===== src/rtl/cnn_seq_pkg.sv =====
// Shared types for the CNN inference sequencer: FSM state encoding and
// the error-stage codes reported on err_stage.
package cnn_seq_pkg;

  typedef enum logic [3:0] {
    S_IDLE      = 4'd0,
    S_CONV_GO   = 4'd1,
    S_CONV_WAIT = 4'd2,
    S_POOL_GO   = 4'd3,
    S_POOL_WAIT = 4'd4,
    S_FC_GO     = 4'd5,
    S_FC_WAIT   = 4'd6,
    S_ARGMAX    = 4'd7,
    S_DONE      = 4'd8,
    S_ERROR     = 4'd9
  } seq_state_t;

  typedef enum logic [1:0] {
    ERR_NONE = 2'd0,
    ERR_CONV = 2'd1,
    ERR_POOL = 2'd2,
    ERR_FC   = 2'd3
  } err_stage_t;

endpackage


===== src/rtl/argmax_seq.sv =====
// Sequential argmax over the dense output vector. A go pulse loads
// element 0 as the running best; each following cycle compares one more
// element as signed. valid/idx/score are presented combinationally in the
// cycle that compares the last element so the caller can register them on
// that same edge.
module argmax_seq
  import cnn_seq_pkg::*;
#(
  parameter int DATA_WIDTH = 16,
  parameter int OUT_DIM    = 10,
  localparam int IDX_W     = $clog2(OUT_DIM)
) (
  input  logic                               clk,
  input  logic                               reset,
  input  logic                               go,
  input  logic [OUT_DIM-1:0][DATA_WIDTH-1:0] vec,
  output logic                               valid,
  output logic [IDX_W-1:0]                   idx,
  output logic [DATA_WIDTH-1:0]              score
);

  logic                         active_r;
  logic [IDX_W-1:0]             i_r;
  logic [IDX_W-1:0]             best_idx_r;
  logic signed [DATA_WIDTH-1:0] best_r;
  logic signed [DATA_WIDTH-1:0] cand_s;
  logic                         better_s;

  // Compare the current candidate with the running best; ties keep the lower index.
  always_comb begin
    cand_s   = vec[i_r];
    better_s = (cand_s > best_r);
    valid    = active_r && (i_r == IDX_W'(OUT_DIM - 1));
    if (better_s) begin
      idx   = i_r;
      score = cand_s;
    end else begin
      idx   = best_idx_r;
      score = best_r;
    end
  end

  // Scan state: load on go, then step one element per cycle until the last one.
  always_ff @(posedge clk or negedge reset) begin
    if (!reset) begin
      active_r   <= 1'b0;
      i_r        <= '0;
      best_idx_r <= '0;
      best_r     <= '0;
    end else if (go) begin
      active_r   <= 1'b1;
      i_r        <= IDX_W'(1);
      best_idx_r <= '0;
      best_r     <= vec[0];
    end else if (active_r) begin
      best_idx_r <= idx;
      best_r     <= score;
      if (valid) begin
        active_r <= 1'b0;
        i_r      <= '0;
      end else begin
        i_r <= i_r + IDX_W'(1);
      end
    end
  end

endmodule


===== src/rtl/inference_sequencer.sv =====
// Run controller for one CNN inference: conv -> pool -> dense -> argmax.
// Each layer gets a one-cycle start pulse and is then waited on under a
// per-stage watchdog. All outputs are registered and updated on the same
// edge as the state transition that implies them.
module inference_sequencer
  import cnn_seq_pkg::*;
#(
  parameter int DATA_WIDTH     = 16,
  parameter int OUT_DIM        = 10,
  parameter int TIMEOUT_CYCLES = 1000000,
  localparam int IDX_W         = $clog2(OUT_DIM)
) (
  input  logic                               clk,
  input  logic                               reset,
  input  logic                               start,
  output logic                               busy,
  output logic                               done,
  output logic                               error,
  output logic [1:0]                         err_stage,
  output logic                               conv_start,
  input  logic                               conv_done,
  output logic                               pool_start,
  input  logic                               pool_done,
  output logic                               fc_start,
  input  logic                               fc_done,
  input  logic [OUT_DIM-1:0][DATA_WIDTH-1:0] fc_out_vec,
  output logic [IDX_W-1:0]                   class_idx,
  output logic [DATA_WIDTH-1:0]              class_score
);

  localparam int              WD_W    = $clog2(TIMEOUT_CYCLES + 1);
  localparam logic [WD_W-1:0] WD_LAST = WD_W'(TIMEOUT_CYCLES - 1);

  seq_state_t              state_r;
  logic [WD_W-1:0]         wd_r;
  logic                    argmax_go_r;
  logic                    wd_expired;
  logic                    am_valid;
  logic [IDX_W-1:0]        am_idx;
  logic [DATA_WIDTH-1:0]   am_score;

  assign wd_expired = (wd_r == WD_LAST);

  argmax_seq #(
    .DATA_WIDTH(DATA_WIDTH),
    .OUT_DIM   (OUT_DIM)
  ) u_argmax (
    .clk  (clk),
    .reset(reset),
    .go   (argmax_go_r),
    .vec  (fc_out_vec),
    .valid(am_valid),
    .idx  (am_idx),
    .score(am_score)
  );

  // Sequencer FSM with registered pulses, status flags, watchdog and results.
  always_ff @(posedge clk or negedge reset) begin
    if (!reset) begin
      state_r     <= S_IDLE;
      wd_r        <= '0;
      argmax_go_r <= 1'b0;
      busy        <= 1'b0;
      done        <= 1'b0;
      error       <= 1'b0;
      err_stage   <= ERR_NONE;
      conv_start  <= 1'b0;
      pool_start  <= 1'b0;
      fc_start    <= 1'b0;
      class_idx   <= '0;
      class_score <= '0;
    end else begin
      conv_start  <= 1'b0;
      pool_start  <= 1'b0;
      fc_start    <= 1'b0;
      done        <= 1'b0;
      argmax_go_r <= 1'b0;
      case (state_r)
        S_IDLE, S_DONE, S_ERROR: begin
          if (start) begin
            state_r    <= S_CONV_GO;
            conv_start <= 1'b1;
            busy       <= 1'b1;
            error      <= 1'b0;
            err_stage  <= ERR_NONE;
          end else if (state_r == S_DONE) begin
            state_r <= S_IDLE;
          end else begin
            state_r <= state_r;
          end
        end
        S_CONV_GO: begin
          state_r <= S_CONV_WAIT;
          wd_r    <= '0;
        end
        S_CONV_WAIT: begin
          if (conv_done) begin
            state_r    <= S_POOL_GO;
            pool_start <= 1'b1;
          end else if (wd_expired) begin
            state_r   <= S_ERROR;
            error     <= 1'b1;
            busy      <= 1'b0;
            err_stage <= ERR_CONV;
          end else begin
            wd_r <= wd_r + WD_W'(1);
          end
        end
        S_POOL_GO: begin
          state_r <= S_POOL_WAIT;
          wd_r    <= '0;
        end
        S_POOL_WAIT: begin
          if (pool_done) begin
            state_r  <= S_FC_GO;
            fc_start <= 1'b1;
          end else if (wd_expired) begin
            state_r   <= S_ERROR;
            error     <= 1'b1;
            busy      <= 1'b0;
            err_stage <= ERR_POOL;
          end else begin
            wd_r <= wd_r + WD_W'(1);
          end
        end
        S_FC_GO: begin
          state_r <= S_FC_WAIT;
          wd_r    <= '0;
        end
        S_FC_WAIT: begin
          if (fc_done) begin
            state_r     <= S_ARGMAX;
            argmax_go_r <= 1'b1;
          end else if (wd_expired) begin
            state_r   <= S_ERROR;
            error     <= 1'b1;
            busy      <= 1'b0;
            err_stage <= ERR_FC;
          end else begin
            wd_r <= wd_r + WD_W'(1);
          end
        end
        S_ARGMAX: begin
          if (am_valid) begin
            state_r     <= S_DONE;
            done        <= 1'b1;
            busy        <= 1'b0;
            class_idx   <= am_idx;
            class_score <= am_score;
          end else begin
            state_r <= S_ARGMAX;
          end
        end
        default: begin
          state_r <= S_IDLE;
          busy    <= 1'b0;
        end
      endcase
    end
  end

endmodule


===== config.mk =====
export PLATFORM = sky130hd
export DESIGN_NAME = inference_sequencer
export DESIGN_NICKNAME = d
export VERILOG_FILES = /design/src/rtl/cnn_seq_pkg.sv /design/src/rtl/argmax_seq.sv /design/src/rtl/inference_sequencer.sv
export SDC_FILE = /design/constraint.sdc
export NUM_CORES = 1
export LEC_CHECK = 0
export ABC_AREA = 1
export CAP_MARGIN = 40
export CORE_MARGIN = 4
export CORE_UTILIZATION = 49
export DETAILED_ROUTE_END_ITERATION = 8
export MAX_ROUTING_LAYER = met4
export PLACE_DENSITY = 0.82
export RECOVER_POWER = 25
export SETUP_SLACK_MARGIN = 0.3
export SLEW_MARGIN = 40
export SYNTH_ARGS = -nofsm -noshare
export SYNTH_HDL_FRONTEND = slang
export SYNTH_SLANG_ARGS = --single-unit

===== constraint.sdc =====
create_clock -name clk -period 2.6 [get_ports clk]
set_input_delay 0.52 -clock clk [delete_from_list [all_inputs] [get_ports clk]]
set_output_delay 0.52 -clock clk [all_outputs]
set_load 0.05 [all_outputs]

**Word level (Yosys, flattened, before mapping)**

Index checks and enable logic that the tools add are counted.

- Logic and storage cells: 111
- Bits of input ports: 166
- Output and inout bits: 28
- Register bits: 78

- Multiplexer cells: 58
- Bitwise logic cells: 1
- Equality and inequality tests: 20
- Magnitude comparators: 2
- Add/subtract/negate cells: 2
- Reduce and logical (&&, ||, !) cells: 12

Operators by type and width:

| operator | count |
|---|---|
| 2-to-1 mux 20 bit | 4 |
| one-hot mux 20 bit (4 select lines) | 1 |
| binary-select mux 16 bit (select 4 bit) | 1 |
| 2-to-1 mux 16 bit | 4 |
| 2-to-1 mux 4 bit | 13 |
| one-hot mux 4 bit (8 select lines) | 1 |
| 2-to-1 mux 1 bit | 24 |
| adder 20 x 1 -> 20 bit (second input constant) | 1 |
| == test 20 bit (second input constant) | 1 |
| == test 4 x 3 -> 1 bit (second input constant) | 4 |
| greater-than comparator 16 bit | 1 |
| != test 2 bit (second input constant) | 8 |
| 2-to-1 mux 2 bit | 7 |
| == test 4 bit (second input constant) | 3 |
| == test 4 x 2 -> 1 bit (second input constant) | 2 |
| one-hot mux 2 bit (4 select lines) | 1 |
| AND reduction 8 bit | 1 |
| nonzero test 4 bit | 2 |
| one-hot mux 1 bit (6 select lines) | 1 |
| AND reduction 6 bit | 1 |
| OR reduction 3 bit | 2 |
| < comparator 4 x 5 -> 1 bit (second input constant) | 1 |
| AND reduction 5 bit | 1 |
| adder 4 x 1 -> 4 bit (second input constant) | 1 |
| 9 further kinds | 9 |

**Longest topological paths before layout**

- Word-level depth: 6
- Gate-level depth with buffers: 25
- Depth with buffers taken out: 23

**By module**

From an unflattened synthesis, not the netlist that was laid out.

- Cells, all modules: 1052
- Area, all modules: 6565.0 um2

By module, submodules not included:

| module | cells an instance | sequential area each (um2) | area an instance (um2) | instances |
|---|---|---|---|---|
| argmax_seq | 649 | 625.6 | 3542.1 | 1 |
| inference_sequencer | 403 | 1326.3 | 3022.9 | 1 |

**Worst setup path before layout**

No wires, ideal clock.

- Path kind: reg-to-reg
- From: register u_argmax.i_r[2]
- To: register u_argmax.best_r[10]
- Cell stages (with the launch flop): 17
- Slack: 0.244 ns
- Library setup time: 0.121 ns
- Required time: 2.479 ns
- Period minus slack after synthesis: 2.356 ns
- Path buffers: 2
- Arrival time: 2.235 ns
- Path through: dfrtp_1 > inv_2 > buf_1 > nand3_1 > nand3_1 > nand2_1 > ha_1 > nand2_1 > nor3_1 > nand2_1 > nand2_1 > nand2_1 > nand3_1 > buf_2 > nand2_1 > nand3_1 > nand2_1

- Word-level cells in the longest chain between the ends: 6

Ends and longest elaborated chain:

| element | line | RTL |
|---|---|---|
| start, declared | argmax_seq.sv:23 | `logic [IDX_W-1:0] i_r;` |
| start signal, assigned | argmax_seq.sv:62 | `i_r <= i_r + IDX_W'(1);` |
| binary-select mux 16 bit (select 4 bit) (*) | argmax_seq.sv:31 | `cand_s = vec[i_r];` |
| 2-to-1 mux 16 bit (not written as such) (*) | argmax_seq.sv:31 |  |
| greater-than comparator 16 bit | argmax_seq.sv:32 | `better_s = (cand_s > best_r);` |
| 2-to-1 mux 16 bit (*) | argmax_seq.sv:34 | `if (better_s) begin` |
| 2-to-1 mux 16 bit (*) | argmax_seq.sv:55 | `end else if (active_r) begin` |
| 2-to-1 mux 16 bit (*) | argmax_seq.sv:50 | `end else if (go) begin` |
| end signal, assigned | argmax_seq.sv:54 | `best_r <= vec[0];` |
| end signal, assigned | argmax_seq.sv:57 | `best_r <= score;` |
| end, declared | argmax_seq.sv:25 | `logic signed [DATA_WIDTH-1:0] best_r;` |

Mark *: on every way between the ends. The rest lies on a longest branch, timed or not. The select of a mux whose other input is x is not followed.
A chain may end at the register's enable or synchronous reset.

**Final worst setup path**

- From: register u_argmax.i_r[0]
- To: register class_score[15]

- Word-level cells in the longest chain between the ends: 4
- Elaborated cells between the ends (all ways): 7
- Those cells by class: order compare (1); eq/ne (1); mux (3); reduce/logical (2)

Ends and longest elaborated chain:

| element | line | RTL |
|---|---|---|
| binary-select mux 16 bit (select 4 bit) | argmax_seq.sv:31 |  |
| 2-to-1 mux 16 bit (not written as such) | argmax_seq.sv:31 |  |
| greater-than comparator 16 bit | argmax_seq.sv:32 |  |
| 2-to-1 mux 16 bit | argmax_seq.sv:34 |  |
| end signal, assigned | inference_sequencer.sv:149 | `class_score <= am_score;` |
| end, declared | inference_sequencer.sv:28 | `output logic [DATA_WIDTH-1:0] class_score` |

Several ways; a longest one is shown, not always the timed one. The select of a mux whose other input is x is not followed.

==> run metrics <==
r2r setup slk -0.45 ns; yosys warns 0; Critical R2R Launch u_argmax.i_r[0]; antenna viol nets, final 0; row cnt 42; CP delay by family, top simple AND/OR/NAND/NOR gates; slowest CP cell dfrtp_2; Worst Setup EP class_score[15]; vias in the first global route 8211; CTS root buf clkbuf_16; fmax 327 MHz; crit path from u_argmax.i_r[0]; Synth Net Count approximately 1300; worst min path class reg2reg; port bufs 193; gpl congestion about 0.98; Synth Area per Inst 6.19 um2; CTS buffer count 9; failing checks negative setup slack; critical path, cell by cell inv_8, buf_12, buf_16, nand2_4, nand2_1, nand2_1, nand3_1, nand3_1, nand2_2, ha_4, nand2_4, nor3_4, nand2_2, nand3_4, buf_8, nand4_1, nand3_1, nand2_1; antenna violations before repair 0; H-tree depth 3; register area share after synthesis 29.3%; diode count 0; layout cell share with drive strength beyond 1 19.7%; drt initial violations 963; Relative slew margins 3.64%; hpwl dp 17300 um; Seq cells post-synth 78; CTS tree yes; Worst Skew approximately 0.011 ns; clk buf depth 2; initial core utilization 50.2%; DR vias around 8500; Setup CP Type reg2reg; Remaining Overflow, GRT 0; peak supply drop 1.57 mV; clock-pin slew on the worst setup and hold paths around 0.070 ns; Reg area 1950 um2; Clk Latency, worst-skew pair 0.35 ns; drt wl/cell 18.6 um; cell with the most instances after synthesis nand2_1; fin crit period 3.05 ns; vias per cell about 5.6; pins over their slew limit 0; Final nets 1518; Final Hold Viols 0; first-pass GRT wire length about 43000 um; leading area contributor after synthesis dfrtp_1; Buf+Inv Stages, Crit Path 4; setup ws final -0.454 ns; drt first pass iters 6; Core ar. 13300 um2; full die area around 16000 um2; Die Wd around 120 um; Synth cell types 39; Post-synth ARST share 100%; dpl cells about 1500; top post-synthesis cells by count nand2_1, nand3_1, inv_1, dfrtp_1, nand4_1; hold_ws 0.482 ns; Setup violations, final 40; final WL 28100 um; die height between 100 and 150 um; Yosys top cell area share 29.3%; number of synthesized flops with an enable pin 0; Multi-input gate area 4300 um2; CP max FO 10; LEAKAGE roughly 0.0053 uW; Pwr Density 1450 nW/um2; final cell count without fillers 1514; CP Data Required Time 2.83 ns; io pins around 190; Mapped Cells 1078; worst-margin pin slew 1.45 ns; Area growth, synth to finish 58.4%; GRT Total Usage 34.4%; max_cap viols 0; largest net degree at the start of global routing 59; RSZ-0062 raised after global routing yes; leading post-synthesis cells by cell area dfrtp_1, nand2_1, nand3_1; fin crit share 117%; clock sinks 78; fill count 878; data arrival time of the worst path roughly 3.3 ns; CP startpoint kind flip-flop; Reg2Reg Depth 18; Synth Flop Type dfrtp_1; drt drc 0; Crit path largest cell delay 0.48 ns; Worst R2R End class_score[15]; synthesized area 6670 um2; Crit. End Element flip-flop; Worst path depth 18; status complete, but fails checks; pre-CTS setup slack -0.470 ns
==> timing repair <==
action / 4_1_cts / 5_1_grt
resized for setup: 91 / 56
buffers inserted: 24 / 4
endpoints found under the setup margin: 40 / 61
hold buffers: 0 / 0
pin swaps: 8 / 26
cloned: 9 / 1
==> stage by stage <==
step                      cell area [um2]  TNS, ns  power [uW]  utilization, %
after global placement               9120   -16.95       10100            68.6
after CTS                           10300    -1.48       13700            77.2
final                               10600   -14.76       15300            79.4
after floorplan                      6700        0        7700               -
after global routing                10600   -20.01       16200            79.4
after detailed placement             9120   -17.18       10200            68.6
==> report_power, final <==
| part | internal, uW | switching [uW] | total [uW] |
|---|---|---|---|
| Clock | 849 | 552 | 1400 |
| Sequential | 1660 | 347 | 2010 |
| Combinational | 4960 | 6940 | 11900 |
==> final cells by class <==
type	instances	area share (%)
inverters	172	6.22
flip-flops and latches	78	18.5
clock buffers	10	2.17
clock inverters	6	0.877
repair buffers	300	29.5
multi-input cells	772	40.7
well taps	176	2.08
==> worst register-to-register path, cell delays in order (launching register included) <==
cell and delay, ns:
dfrtp_2 0.48, inv_8 0.09, buf_12 0.15, buf_16 0.13, nand2_4 0.06, nand2_1 0.05, nand2_1 0.07, nand3_1 0.10
nand3_1 0.16, nand2_2 0.11, ha_4 0.30, nand2_4 0.06, nor3_4 0.26, nand2_2 0.13, nand3_4 0.16, buf_8 0.17
nand4_1 0.20, nand3_1 0.18, nand2_1 0.07
==> flip-flops by register name (all words and copies together) (netlist names) <==
signal / count
wd_r: 20
class_score: 16
u_argmax.best_r: 16
class_idx: 4
state_r: 4
u_argmax.best_idx_r: 4
u_argmax.i_r: 4
err_stage: 2
argmax_go_r: 1
busy: 1
conv_start: 1
done: 1
error: 1
fc_start: 1
pool_start: 1
u_argmax.active_r: 1
==> layer usage <==
| layer | share of wire [%] | vias to the layer above | track usage (%) | wire length (um) |
|---|---|---|---|---|
| li1 | - | 3921 | - | - |
| met1 | 37 | 3846 | 41.7 | 10400 |
| met2 | 47 | 568 | 56.0 | 13100 |
| met3 | 9.5 | 174 | 6.09 | 2670 |
| met4 | 6.8 | 0 | 16.1 | 1930 |
| met5 | 0 | - | - | 0 |
==> kinds of logic (layout without fill, tap and decap cells) <==
| kind of cell | count (synthesis) | after routing | share of synthesized area [%] |
|---|---|---|---|
| simple gates | 678 | 678 | 44.4 |
| buf+inv | 228 | 488 | 14.8 |
| flops | 78 | 78 | 29.3 |
| xor+xnor | 8 | 8 | 1.05 |
| compound gates | 67 | 67 | 6.96 |
| fa+ha+maj | 19 | 19 | 3.56 |
==> how the worst min path moves through the flow <==
stage	from	end	slack, ns	cells after the start
2_1_floorplan	reset	argmax_go_r	0.22	0
3_3_place_gp	u_argmax.best_idx_r[0]	u_argmax.best_idx_r[0]	0.46	2
3_5_place_dp	u_argmax.best_idx_r[0]	u_argmax.best_idx_r[0]	0.47	2
4_1_cts	reset	class_score[4]	0.26	1
5_1_grt	class_score[4]	class_score[4]	0.51	2
6_report	u_argmax.best_idx_r[0]	u_argmax.best_idx_r[0]	0.48	2
==> placed cells by master, fill, tap and decap left out, types with 3 or more instances in the layout <==
master / instances
nor3_4: 3
buf_4: 74
clkinvlp_4: 3
ha_4: 14
inv_2: 7
o22ai_1: 4
clkdlybuf4s50_1: 192
o21ai_0: 10
nand2_1: 366
clkbuf_16: 10
buf_8: 5
nand2_4: 13
ha_1: 4
nand2_2: 35
nand3b_1: 3
nand3_1: 143
nand4_1: 35
nand3_2: 23
a22oi_1: 16
or2_2: 6
xor2_1: 7
a21oi_1: 8
dfrtp_1: 77
nor2_1: 31
nor3_1: 4
o21ai_2: 21
inv_1: 163
buf_12: 13
buf_6: 7
buf_16: 7
Power figures use the tool's default switching activity.
